### config.mk
export PLATFORM = sky130hd
export DESIGN_NAME = peri_tl_host
export DESIGN_NICKNAME = d
export VERILOG_FILES = /design/src/rtl/peri_tl_host_pkg.sv /design/src/rtl/tlul_pkg.sv /design/src/rtl/tlul_cmd_intg_gen.sv /design/src/rtl/peri_tl_host.sv
export SDC_FILE = /design/constraint.sdc
export NUM_CORES = 1
export LEC_CHECK = 0
export BUFFER_PORTS_ARGS = -buffer_cell sky130_fd_sc_hd__buf_2
export CAP_MARGIN = 20
export CORE_ASPECT_RATIO = 0.8
export CORE_MARGIN = 5
export CORE_UTILIZATION = 30
export CTS_CLUSTER_DIAMETER = 40
export DETAILED_ROUTE_END_ITERATION = 7
export MAX_ROUTING_LAYER = met4
export SETUP_SLACK_MARGIN = 0.2
export SKIP_CTS_REPAIR_TIMING = 1
export SYNTH_ARGS = -nofsm -noshare
export SYNTH_HDL_FRONTEND = slang
export SYNTH_SLANG_ARGS = --single-unit
### constraint.sdc
create_clock -name clk_i -period 2.05 [get_ports clk_i]
set_input_delay 0.1025 -clock clk_i [delete_from_list [all_inputs] [get_ports clk_i]]
set_output_delay 0.1025 -clock clk_i [all_outputs]
set_load 0.05 [all_outputs]
### src/rtl/peri_tl_host_pkg.sv
// peri_tl_host_pkg: FSM states and fixed A-channel constants of peri_tl_host
package peri_tl_host_pkg;
  typedef enum logic [1:0] {IDLE, REQ, RSP, DRAIN} peri_tl_host_state_e;
  localparam int AccessSize = 2;
  localparam logic [3:0] FullMask = 4'hF;
endpackage

### src/rtl/tlul_pkg.sv
// tlul_pkg: minimal TL-UL types and opcodes used by the peripheral host
package tlul_pkg;
  typedef enum logic [2:0] {
    PutFullData    = 3'h0,
    PutPartialData = 3'h1,
    Get            = 3'h4
  } tl_a_op_e;
  typedef enum logic [2:0] {
    AccessAck     = 3'h0,
    AccessAckData = 3'h1
  } tl_d_op_e;
  typedef struct packed {
    logic [6:0] cmd_intg;
    logic [6:0] data_intg;
  } tl_a_user_t;
  typedef struct packed {
    logic        a_valid;
    tl_a_op_e    a_opcode;
    logic [2:0]  a_param;
    logic [1:0]  a_size;
    logic [7:0]  a_source;
    logic [31:0] a_address;
    logic [3:0]  a_mask;
    logic [31:0] a_data;
    tl_a_user_t  a_user;
    logic        d_ready;
  } tl_h2d_t;
  typedef struct packed {
    logic        d_valid;
    tl_d_op_e    d_opcode;
    logic [7:0]  d_source;
    logic [31:0] d_data;
    logic        d_error;
    logic        a_ready;
  } tl_d2h_t;
endpackage

### src/rtl/tlul_cmd_intg_gen.sv
// tlul_cmd_intg_gen: 7-bit interleaved parity over the A command and data for a_user
// opcode/addr/mask/data: A-channel fields; user: cmd_intg and data_intg
module tlul_cmd_intg_gen
  import tlul_pkg::*;
(
  input  logic [2:0]  opcode,
  input  logic [31:0] addr,
  input  logic [3:0]  mask,
  input  logic [31:0] data,
  output tl_a_user_t  user
);
  // bit i of the 39-bit payload lands in parity bit i mod 7
  function automatic logic [6:0] fold(input logic [38:0] v);
    logic [41:0] p;
    p = {3'b000, v};
    return p[6:0] ^ p[13:7] ^ p[20:14] ^ p[27:21] ^ p[34:28] ^ p[41:35];
  endfunction
  assign user.cmd_intg  = fold({opcode, mask, addr});
  assign user.data_intg = fold({7'b0, data});
endmodule

### src/rtl/peri_tl_host.sv
// peri_tl_host: single-outstanding TL-UL initiator behind a req/gnt/rvalid register port
// clk_i/rst_i: clock, sync active-high reset; req_i/we_i/addr_i/wdata_i/be_i/gnt_o: request;
// rvalid_o/rdata_o/err_o: completion; busy_o: not idle; tl_o/tl_i: TL-UL host side
module peri_tl_host
  import tlul_pkg::*;
  import peri_tl_host_pkg::*;
#(
  parameter int SourceId      = 0,
  parameter int TimeoutCycles = 1024
) (
  input  logic        clk_i,
  input  logic        rst_i,
  input  logic        req_i,
  input  logic        we_i,
  input  logic [31:0] addr_i,
  input  logic [31:0] wdata_i,
  input  logic [3:0]  be_i,
  output logic        gnt_o,
  output logic        rvalid_o,
  output logic [31:0] rdata_o,
  output logic        err_o,
  output logic        busy_o,
  output tl_h2d_t     tl_o,
  input  tl_d2h_t     tl_i
);
  localparam int CW = $clog2(TimeoutCycles + 1);
  localparam logic [7:0] Src = 8'(SourceId);
  peri_tl_host_state_e state_q, state_d;
  logic we_q;
  logic [31:2] addr_q;
  logic [31:0] wdata_q, data;
  logic [3:0] be_q, mask;
  logic [CW-1:0] cnt_q;
  logic bad, tmo, rsp_err;
  tl_a_op_e op;
  tl_a_user_t user;
  assign gnt_o = req_i & (state_q == IDLE) & ~rst_i;
  // misaligned or empty-write requests complete with an error and never reach the bus
  assign bad = (addr_i[1:0] != 2'b00) | (we_i & (be_i == 4'h0));
  assign tmo = cnt_q == CW'(TimeoutCycles - 1);
  assign busy_o = state_q != IDLE;
  assign op = !we_q ? Get : (be_q == FullMask) ? PutFullData : PutPartialData;
  assign mask = we_q ? be_q : FullMask;
  assign data = we_q ? wdata_q : '0;
  assign rsp_err = tl_i.d_error | (tl_i.d_source != Src) |
                   (tl_i.d_opcode != (we_q ? AccessAck : AccessAckData));
  tlul_cmd_intg_gen u_intg (
    .opcode(op),
    .addr  ({addr_q, 2'b00}),
    .mask  (mask),
    .data  (data),
    .user  (user)
  );
  always_comb begin
    state_d = state_q;
    case (state_q)
      IDLE:    state_d = (gnt_o & ~bad) ? REQ : IDLE;
      REQ:     state_d = tl_i.a_ready ? RSP : REQ;
      RSP:     state_d = tl_i.d_valid ? IDLE : tmo ? DRAIN : RSP;
      DRAIN:   state_d = tl_i.d_valid ? IDLE : DRAIN;
      default: state_d = IDLE;
    endcase
  end
  always_comb begin
    tl_o = '0;
    tl_o.a_valid = state_q == REQ;
    tl_o.a_opcode = op;
    tl_o.a_size = 2'(AccessSize);
    tl_o.a_source = Src;
    tl_o.a_address = {addr_q, 2'b00};
    tl_o.a_mask = mask;
    tl_o.a_data = data;
    tl_o.a_user = user;
    tl_o.d_ready = ~rst_i;
  end
  always_ff @(posedge clk_i) begin
    if (rst_i) begin
      state_q <= IDLE;
      cnt_q <= '0;
      rvalid_o <= 1'b0;
      err_o <= 1'b0;
      rdata_o <= '0;
      we_q <= 1'b0;
      addr_q <= '0;
      wdata_q <= '0;
      be_q <= '0;
    end else begin
      state_q <= state_d;
      rvalid_o <= 1'b0;
      if (gnt_o) begin
        we_q <= we_i;
        addr_q <= addr_i[31:2];
        wdata_q <= wdata_i;
        be_q <= be_i;
      end
      if (state_q == REQ && tl_i.a_ready) cnt_q <= '0;
      else if (state_q == RSP && cnt_q != '1) cnt_q <= cnt_q + 1'b1;
      if (gnt_o & bad) begin
        rvalid_o <= 1'b1;
        err_o <= 1'b1;
        rdata_o <= '0;
      end
      // a response on the terminal-count cycle beats the timeout
      if (state_q == RSP && (tl_i.d_valid || tmo)) begin
        rvalid_o <= 1'b1;
        err_o <= ~tl_i.d_valid | rsp_err;
        rdata_o <= (tl_i.d_valid & ~we_q) ? tl_i.d_data : '0;
      end
    end
  end
endmodule
==> out/qor.yml, run 1 <==
yosys:
  synth_cell_type_count: 44
  yosysWarnings: 0
  syn_inst: 584
  yosysSeqAreaShare_pct: 45.7
  synth_area_um2: 4990
  synth_area_leader_cell: "dfxtp_1"
  synth.avg_cell_area_um2: 8.54
  netlist_top_cells_count: "144 x nand2_1, 114 x dfxtp_1, 77 x a21oi_1"
  yosys-top-cells-area: "dfxtp_1 46%, nand2_1 11%, xnor2_1 9.1%"
  synth_edf_count: 0
  synth_ff_type: "dfxtp_1"
  synth_most_common_cell: "nand2_1"
  synth_top_area_share_pct: 45.7
  synth-seq-cells: 114
  async_flop_share_pct: 0
timing:
  hold_slack_ps: -18.2
  drv_slew: 0
  finalHoldViolations: 1
  rsz0062_at_grt: "yes"
  max_freq_ghz: 0.559
  setup_viol: 0
  max_slew_margin_pct: 59.8
  fin_crit_ps: 1790
  fin_setup_tns_ps: 0
  tightest_slew_ps: 598
  period_share_pct: 87.3
  finClkSkew_ps: 12.6
place:
  io_buffer_count: 237
  routabilityCongestion: 0.847
  placed_cells: 1016
  dp.final_hpwl_mm: 11.5
routing:
  via_count: 5165
  drt-initial-drc-count: 223
  avgViaCountPerCell: 4.50
  drt.antenna.violating_nets: 0
  routed_wl_mm: 17.0
  wl_per_cell_um: 14.8
  first_pass_iters: 4
  drc: 0
cts:
  numCtsBuffers: 17
  clk_pin_slew_ps: 50
  worstSkewPairLatency_ps: 420
  cts_sinks: 114
  cts_buffer_depth: 2
  cts-root-buf: "clkbuf_16"
  tritoncts: "built"
  h-tree-depth: 4
pwr:
  power_density_nw_per_um2: 849
  p_leak_nw: 3.77
  peakVddDrop_v: 0.000528
  total_power_mw: 6.93
critical_path:
  arrival_ps: 2090
  rr_endpoint: "rdata_o[0]$_SDFFE_PP0P_"
  path_max_fanout: 16
  ff2ff_path_depth: 7
  reg2reg_from: "cnt_q[0]$_SDFFE_PP0P_"
  worst-r2r-setup-slack_ps: 260
  startpoint_type: "flop"
  end_kind: "flop"
  crit_type: "flop to flop"
  worst_ep_required_time_ps: 2350
final_layout:
  drive_above_1_share_pct: 34.3
  fin_cells: 1147
  area_growth_pct: 63.7
  n_antenna_cell: 0
  fin_nets: 1033
floorplanning:
  die_y_um: 125
  initial_core_util_pct: 30.3
  die_area_um2: 19300
  core_um2: 16400
  row_count: 42
  die_width_um: 154
  num_io_pins: 254
global_routing:
  grt_pass1_wl_mm: 24.3
  grt_pass1_vias: 4644
  gr-usage-all-layers_pct: 16.2
  grt_remaining_overflow: 0
  grt_max_degree: 39
  antenna_found_initial: 0
worst_hold_path:
  whs_path_depth: 3
  worst_hold_startpoint: "wdata_i[21]"
  min_path_type: "input port to flop"
  hold_end: "wdata_q[21]$_SDFFE_PP0P_"
job:
  max_cap_violations: 0
outcome:
  outcome: "finished, violations left"
  failed_checks: "negative hold slack"
[routing by layer]
layer	global-route usage, %	up-vias	routed length [µm]
met5	-	-	0
met4	4.52	0	193
met3	5.63	17	1370
met2	22.5	212	7580
met1	22.1	2351	7820
li1	-	2585	-
[sequential cells by signal, summed over array words and instances (netlist names)]
name	count
we_q	1
rdata_o	32
addr_q	30
wdata_q	32
cnt_q	11
err_o	1
rvalid_o	1
be_q	4
state_q	2
[through the flow]
step                      hold slack (ps)  util, %  cell area (µm²)  worst slack (ps)
after floorplan                       228        -             5110               222
after global placement                312     39.0             6420               203
after detailed placement              317     39.0             6420               173
after CTS                            -125     42.8             7030              35.0
after global routing                 2.14     49.6             8160               153
final                               -18.2     49.6             8160               261
[cell type report]
class	instances	area, µm²
repair buffers	348	2330
fillers	1522	8280
multi-input cells	427	2630
inverters	6	25.0
well taps	220	275
clock inverters	12	158
clock buffers	20	457
flip-flops and latches	114	2290
[worst max-delay path by stage]
stage	endpoint	slack (ps)	start
CTS	tl_o[14]	30	we_q$_SDFFE_PP0P_
global route	tl_o[8]	150	we_q$_SDFFE_PP0P_
global placement	rdata_o[10]$_SDFFE_PP0P_	200	cnt_q[0]$_SDFFE_PP0P_
detailed placement	rdata_o[29]$_SDFFE_PP0P_	170	cnt_q[0]$_SDFFE_PP0P_
finish	rdata_o[0]$_SDFFE_PP0P_	260	cnt_q[0]$_SDFFE_PP0P_
floorplan	tl_o[13]	220	we_q$_SDFFE_PP0P_
[cells by family (layout without fill, tap and decap cells)]
logic type | Yosys count | after routing | synth area share (%)
buffers and inverters | 57 | 386 | 6.12
other | 2 | 16 | 0.151
DFF | 114 | 114 | 45.7
xor gates and xnor gates | 56 | 56 | 9.83
AOI/OAI and AO/OA | 127 | 127 | 16.6
muxes | 2 | 2 | 0.401
and+or+nand+nor | 225 | 225 | 20.9
adders and majority gates | 1 | 1 | 0.251
[layout by cell type, fill, tap and decap left out, drive strengths merged, types with 16 or more instances in the layout]
cell         netlist  layout
dlygate4sd3        0      97
conb               2      16
buf               24     247
xnor2             52      52
nor2              19      19
dfxtp            114     114
nand2            144     144
clkbuf            27      24
and2              35      35
a21oi             77      77
a22o              32      32
[critical path: stages, from the launching register on]
cell       delay, ps
dfxtp_2          390
ha_4             170
and3_2           230
and4b_4          270
a2111oi_4         40
buf_4            180
clkbuf_16        170
a22o_1           220
[where the power goes]
group | switching [mW] | internal (mW) | total (mW)
clock network | 1.08 | 1.98 | 3.06
logic | 0.910 | 0.573 | 1.48
registers | 0.0869 | 2.31 | 2.39
total | 2.08 | 4.86 | 6.93
Note: power is estimated with default switching activity, not from simulation.
==> run 2, diff against run 1 <==
- ABC_AREA: unset -> 1
==> run 2 against run 1 <==
Compared with the run above:
- largest power group unchanged
- hold slack lost 3.0 ps
- sequential cell count is the same
- sequential power is essentially flat
- register-to-register slack gained 120 ps
- via count grew 11%
- synthesized cell count grew 23%
- the run still ends with negative hold slack left
- first-iteration DRC count grew 46%
- fmax shrank 7.0%
- non-clock buffer count shrank 3
- die area grew 4.3%
- area after synthesis grew 4.6%
- critical endpoint is now tl_o[5]
==> out/qor.yml, run 2 <==
cts:
  cts_sinks: 114
  numCtsBuffers: 17
  tritoncts: "built"
  cts-root-buf: "clkbuf_16"
  cts_buffer_depth: 2
  worstSkewPairLatency_ps: 410
  clk_pin_slew_ps: 60
  h-tree-depth: 4
critical_path:
  startpoint_type: "flop"
  cp-startpoint: "we_q$_SDFFE_PP0P_"
  worst-r2r-setup-slack_ps: 380
  arrival_ps: 1820
  ff2ff_path_depth: 9
  crit_type: "flop to output pin"
  rr_endpoint: "rdata_o[29]$_SDFFE_PP0P_"
  path_max_fanout: 5
  reg2reg_from: "cnt_q[0]$_SDFFE_PP0P_"
  worst_ep_required_time_ps: 1950
  end_kind: "output pin"
yosys:
  synth_ff_type: "dfxtp_1"
  synth_area_leader_cell: "dfxtp_1"
  synth_edf_count: 0
  yosysWarnings: 0
  yosys-top-cells-area: "dfxtp_1 44%, nand2_1 16%, a21oi_1 9.5%"
  synth_top_area_share_pct: 43.7
  synth_most_common_cell: "nand2_1"
  syn_inst: 720
  synth_cell_type_count: 29
  netlist_top_cells_count: "219 x nand2_1, 114 x dfxtp_1, 99 x a21oi_1"
  async_flop_share_pct: 0
  yosysSeqAreaShare_pct: 43.7
  synth_area_um2: 5220
  synth-seq-cells: 114
  synth.avg_cell_area_um2: 7.25
outcome:
  failed_checks: "negative hold slack"
  outcome: "finished, violations left"
routing:
  wl_per_cell_um: 14.5
  drc: 0
  drt.antenna.violating_nets: 0
  avgViaCountPerCell: 4.47
  routed_wl_mm: 18.5
  via_count: 5730
  first_pass_iters: 4
  drt-initial-drc-count: 326
final_layout:
  n_antenna_cell: 0
  layout_commonest_cell: "buf_2"
  mostFrequentLayoutCells: "225 x buf_2, 211 x nand2_1, 112 x dfxtp_1"
  fin_area_um2: 8600
  fin_util_pct: 49.9
  fin_cells: 1281
  area_growth_pct: 64.8
  reg_top3: "rdata_o (32), wdata_q (32), addr_q (30)"
  fillCellCount: 1662
  fin_nets: 1162
  drive_above_1_share_pct: 32.5
timing:
  max_freq_ghz: 0.520
  finalWorstSetupSlack_ps: 126
  rsz0062_at_grt: "yes"
  tightest_slew_ps: 575
  setup_viol: 0
  max_slew_margin_pct: 61.4
  finalHoldViolations: 5
  fin_setup_tns_ps: 0
  fin_crit_ps: 1920
  finClkSkew_ps: 8.22
  hold_slack_ps: -21.3
  drv_slew: 0
  period_share_pct: 93.9
floorplanning:
  initial_core_util_pct: 30.3
  core_um2: 17200
  num_io_pins: 254
  row_count: 43
  die_area_um2: 20200
  die_width_um: 157
  die_y_um: 128
place:
  dpl_worst_slack_ps: 359
  io_buffer_count: 237
  dp.final_hpwl_mm: 12.3
  placed_cells: 1151
  routabilityCongestion: 0.853
  postPlaceCellArea_um2: 6710
worst_hold_path:
  whs_path_depth: 3
  min_path_type: "input port to flop"
  worst_hold_startpoint: "tl_i[0]"
  hold_end: "state_q[1]$_SDFF_PP0_"
pwr:
  power_density_nw_per_um2: 809
  total_power_mw: 6.95
  p_leak_nw: 4.07
  peakVddDrop_v: 0.000476
global_routing:
  grt_remaining_overflow: 0
  grt_pass1_vias: 4974
  grt_max_degree: 46
  gr-usage-all-layers_pct: 16.4
  antenna_found_initial: 0
  grt_pass1_wl_mm: 25.4
job:
  max_cap_violations: 0
==> run 2: area by class of cell <==
cell class                      count  area, µm²  area share, %
Clock buffer                       22        454           5.28
Clock inverter                     10        134           1.56
Inverter                           52        195           2.27
Multi-Input combinational cell    513       2860           33.2
Sequential cell                   114       2290           26.6
Tap cell                          225        282           3.27
Timing Repair Buffer              345       2390           27.8
==> run 2: power breakdown <==
part           internal (mW)  total (mW)  switching (mW)
Combinational          0.579        1.60            1.02
Sequential              2.31        2.39          0.0808
Clock                   1.93        2.97            1.03
==> run 2: critical path, stage by stage (launching register included) <==
cell and delay, ps:
dfxtp_4 420, clkbuf_16 180, nand2_1 100, xnor2_2 210, nand2_1 90, o21ai_2 80, xor2_2 160, buf_6 170
==> run 2: how the worst max path moves through the flow <==
stage / to / slack [ps] / depth (start not counted)
floorplan: tl_o[9] / 60 / 4
detailed placement: tl_o[2] / 360 / 6
global route: tl_o[5] / 50 / 7
global placement: tl_o[4] / 380 / 7
finish: tl_o[5] / 130 / 7
CTS: tl_o[2] / -110 / 6
==> run 2: metal layers <==
layer  vias to the layer above  part of all wire (%)  global-route usage [%]
met1                      2628                    43                    20.1
met4                         0                   1.6                    5.01
met3                        29                   6.1                    4.86
li1                       2891                     -                       -
met5                         -                     0                       -
met2                       182                    49                    26.0
==> run 2: logic make-up (layout without fill, tap and decap cells) <==
logic type	after synthesis	count (layout)	share of synthesized area (%)
XOR/XNOR	48	48	8.06
buffers and inverters	107	429	9.93
other	2	16	0.144
adder cells (fa/ha/maj)	1	1	0.240
flip-flops	114	114	43.7
AND/OR/NAND/NOR	322	322	25.5
AO/OA/AOI/OAI	126	126	12.4
